File: src/rtl/line_decoder_3to8.sv
// 3-to-8 one-hot line decoder with a registered copy of the decode, the
// captured select/enable, and a sticky per-line "seen" mask.

module line_decoder_lane (
    input  logic clk,
    input  logic rst,
    input  logic f,
    input  logic clear_seen,
    output logic f_q,
    output logic seen_q
);
    always_ff @(posedge clk) begin
        if (rst) begin
            f_q <= 1'b0;
        end else begin
            f_q <= f;
        end
    end

    // Clear beats a same-cycle assertion: that cycle's line is not recorded.
    always_ff @(posedge clk) begin
        if (rst || clear_seen) begin
            seen_q <= 1'b0;
        end else begin
            seen_q <= seen_q | f;
        end
    end
endmodule

module line_decoder_3to8 (
    input  logic       clk,
    input  logic       rst,
    input  logic       Enable,
    input  logic       A,
    input  logic       B,
    input  logic       C,
    input  logic       clear_seen,
    output logic [7:0] F,
    output logic [7:0] F_q,
    output logic       valid_q,
    output logic [2:0] sel_q,
    output logic [7:0] seen_q
);
    localparam int NUM_LINES = 8;

    logic [2:0] idx;

    assign idx = {A, B, C};

    // Shift form keeps an unknown select visible as X instead of folding to zero.
    always_comb begin
        F = '0;
        case (Enable)
            1'b0:    F = '0;
            1'b1:    F = 8'b1 << idx;
            default: F = 'x;
        endcase
    end

    always_ff @(posedge clk) begin
        if (rst) begin
            valid_q <= 1'b0;
            sel_q   <= 3'd0;
        end else begin
            valid_q <= Enable;
            sel_q   <= idx;
        end
    end

    for (genvar i = 0; i < NUM_LINES; i++) begin : g_lane
        line_decoder_lane u_lane (
            .clk        (clk),
            .rst        (rst),
            .f          (F[i]),
            .clear_seen (clear_seen),
            .f_q        (F_q[i]),
            .seen_q     (seen_q[i])
        );
    end
endmodule

File: config.mk
export PLATFORM = sky130hd
export DESIGN_NAME = line_decoder_3to8
export DESIGN_NICKNAME = d
export VERILOG_FILES = /design/src/rtl/line_decoder_3to8.sv
export SDC_FILE = /design/constraint.sdc
export NUM_CORES = 1
export LEC_CHECK = 0
export ABC_AREA = 1
export CORE_MARGIN = 2
export CORE_UTILIZATION = 37
export CTS_CLUSTER_DIAMETER = 150
export DETAILED_ROUTE_END_ITERATION = 12
export PLACE_DENSITY = 0.73
export SYNTH_ARGS = -nofsm -noshare
export SYNTH_HDL_FRONTEND = slang
export SYNTH_SLANG_ARGS = --single-unit
File: constraint.sdc
create_clock -name clk -period 0.8 [get_ports clk]
set_input_delay 0.16 -clock clk [delete_from_list [all_inputs] [get_ports clk]]
set_output_delay 0.16 -clock clk [all_outputs]
set_load 0.02 [all_outputs]
==> flow_summary.ini <==
[run_status]
outcome = complete, but fails checks
violations = negative setup slack

[logic_synthesis]
netlist_instances = 103
yosys-top-cells-count = buf_4 (24), inv_1 (22), dfxtp_1 (20)
syn_nets = 110
synth_area_um2 = 856
synth_seq_cells = 20
synth_top_area_share = 0.468
synth.most_common_cell = buf_4
ys_types = 10
synth_area_leader_cell = dfxtp_1
seq_area_frac_synth = 0.468
synth_flop_cell = dfxtp_1
yosys_warnings = 0
synth-async-reset-ratio = 0
avgSynthCellArea_um2 = 8.31
synth_area_leaders = dfxtp_1 (47%), buf_4 (21%), inv_1 (9.6%)
synth-edff-count = 0

[sta]
setup_viol = 24
tightest_slew_ns = 0.183
finalWorstSetupSlack_ns = -0.136
slew_viol_final = 0
hold_violations = 0
fin_crit_sh = 1.17
fmax_mhz = 1070
relSlewSlack = 0.878
rsz0062_at_grt = yes
layout_min_cycle_time_ns = 0.936
fin_skew_ns = 0

[job]
cap_violations = 0

[critical_path]
crit_cells = 1
cpPeakStageDelay_ns = 0.36
reg2regPathDepth = 3
crit_type = reg -> out
regToRegStartpoint = g_lane[2].u_lane.seen_q$_SDFF_PP0_
critical_path_buf_inv_count = 1
crit_slowest_cell = dfxtp_2
reg2reg_to = g_lane[2].u_lane.seen_q$_SDFF_PP0_
crit_chain = buf_6
worst_setup_path_end_kind = output port
crit_fanout = 2
path_delay_family = flip-flops
critPathArrivalTime_ns = 0.78
r2r_slack_ns = 0.12
startpoint_type = flop
crit_required_ns = 0.64

[power_and_ir_drop]
power_mw = 1.96
powerDensity_nw_per_um2 = 1410
p_sw_frac = 0.249
switchingPower_mw = 0.488
ir_worst_vdd_uv = 764
p_int_mw = 1.47
p_leak_nw = 0.681
p_comb_frac = 0.175
seq_power_share = 0.528
p_clk_frac = 0.297

[cells_and_area]
fin_area_um2 = 1390
fin_cells = 161
multiInputGateArea_um2 = 251
seq_area_um2 = 425
filler_cell_count = 184
layout-drive-gt1-share = 0.827
nets = 141
synthToLayoutAreaGrowth_pct = 62.0
diodes = 0

[routing]
detail_route.wl_per_cell_um = 11.6
drt_iter0_markers = 7
num_vias = 664
totalWireLength_um = 1870
drt_first_pass_iters = 4
ant_nets = 0
vias_per_cell = 4.12
drc = 0

[global_route]
grt_use_total = 0.141
grt_pass1_vias = 633
antenna_found_initial = 0
grt-ovfl-total = 0
grt_max_degree = 13
grt_pass1_wl_um = 2710

[clocking]
clock_latency_ns = 0.30
clock_sinks = 20
cts.htree.levels = 1
cts_root_buffer = clkbuf_4
cts_tree = yes
cts_made_buffers = 3
clockBufferDepth = 2
clkTransAtPathRegs_ns = 0.11

[die]
die_y_um = 52.1
die_x_um = 52.1
io_pins = 35
core_um2 = 2190
num_rows = 17
start_util = 0.391
die_area_um2 = 2710

[min_path]
min-delay-start = A
min_path_cells = 3
hold_end = sel_q[2]$_SDFF_PP0_
hp-class = in -> reg

[placed_design]
placed_cell_area_um2 = 1110
port_buffers = 34
post-place-cells = 149
globalplace.congestion = 0.739
preCtsSetupSlack_ns = -1.03
dpl.hpwl_um = 1220
-- state kept, by name, indices dropped and copies added (netlist names) --
signal                cells
g_lane.u_lane.f_q         8
g_lane.u_lane.seen_q      8
sel_q                     3
valid_q                   1
-- placed cells by master (no fill, tap or decap) --
master / n
inv_4: 3
buf_8: 2
nor2_4: 4
nand2_4: 4
buf_12: 2
clkbuf_4: 3
inv_1: 9
or2_4: 1
nor2_1: 12
buf_6: 28
nand2_2: 6
clkdlybuf4s50_1: 2
a21oi_2: 8
clkbuf_8: 1
inv_2: 9
buf_4: 18
dfxtp_2: 20
inv_8: 1
-- power groups by stage --
| stage | logic, mW | registers [mW] | clock network [mW] |
|---|---|---|---|
| after global placement | 0.241 | 1.05 | 0 |
| after detailed placement | 0.244 | 1.05 | 0 |
| after CTS | 0.307 | 1.03 | 0.593 |
| after global routing | 0.362 | 1.04 | 0.635 |
| after floorplan | 0.130 | 1.06 | 0 |
| final | 0.342 | 1.03 | 0.581 |
-- metrics by stage --
stage | TNS [ns] | utilization | hold WS (ns)
floorplan | 0 | - | 0.232
global placement | -20.53 | 0.507 | 0.447
detailed placement | -21.32 | 0.507 | 0.448
CTS | -2.74 | 0.595 | 0.0608
global route | -3.35 | 0.633 | 0.0775
finish | -2.57 | 0.633 | 0.0721
-- area by class of cell --
cell class / count / share of cell area
repair buffers: 52 / 0.390
flip-flops and latches: 20 / 0.307
multi-input cells: 35 / 0.181
inverters: 22 / 0.0704
clock buffers: 4 / 0.0262
well taps: 28 / 0.0253
-- logic make-up (layout without fill, tap and decap cells) --
group | count (synthesis) | after routing | share of synthesized area
AO/OA/AOI/OAI | 8 | 8 | 0.0819
buffers and inverters | 48 | 78 | 0.326
flip-flops | 20 | 20 | 0.468
AND/OR/NAND/NOR | 27 | 27 | 0.124
-- how the worst max path moves through the flow --
| stage | start | to | slack (ns) |
|---|---|---|---|
| floorplan | Enable | F[0] | 0.04 |
| global placement | C | F[1] | -0.99 |
| detailed placement | C | F[5] | -1.03 |
| CTS | g_lane[2].u_lane.seen_q$_SDFF_PP0_ | seen_q[2] | -0.14 |
| global route | g_lane[6].u_lane.seen_q$_SDFF_PP0_ | seen_q[6] | -0.16 |
| finish | g_lane[2].u_lane.seen_q$_SDFF_PP0_ | seen_q[2] | -0.14 |
-- metal layers --
| metal | wire [um] | global-route usage | part of all wire | up-vias |
|---|---|---|---|---|
| li1 | - | - | - | 336 |
| met1 | 722 | 0.148 | 0.39 | 304 |
| met2 | 1020 | 0.257 | 0.54 | 20 |
| met3 | 91 | 0.0201 | 0.049 | 4 |
| met4 | 39 | 0.0921 | 0.021 | 0 |
| met5 | 0 | 0 | 0 | - |
-- timing repair --
action,in CTS,in global routing
gates resized for setup,245,13
hold buffers,0,0
buffers inserted,3,5
endpoints found under the setup margin,44,28
pin swaps,11,11
Note: power is estimated with default switching activity, not from simulation.
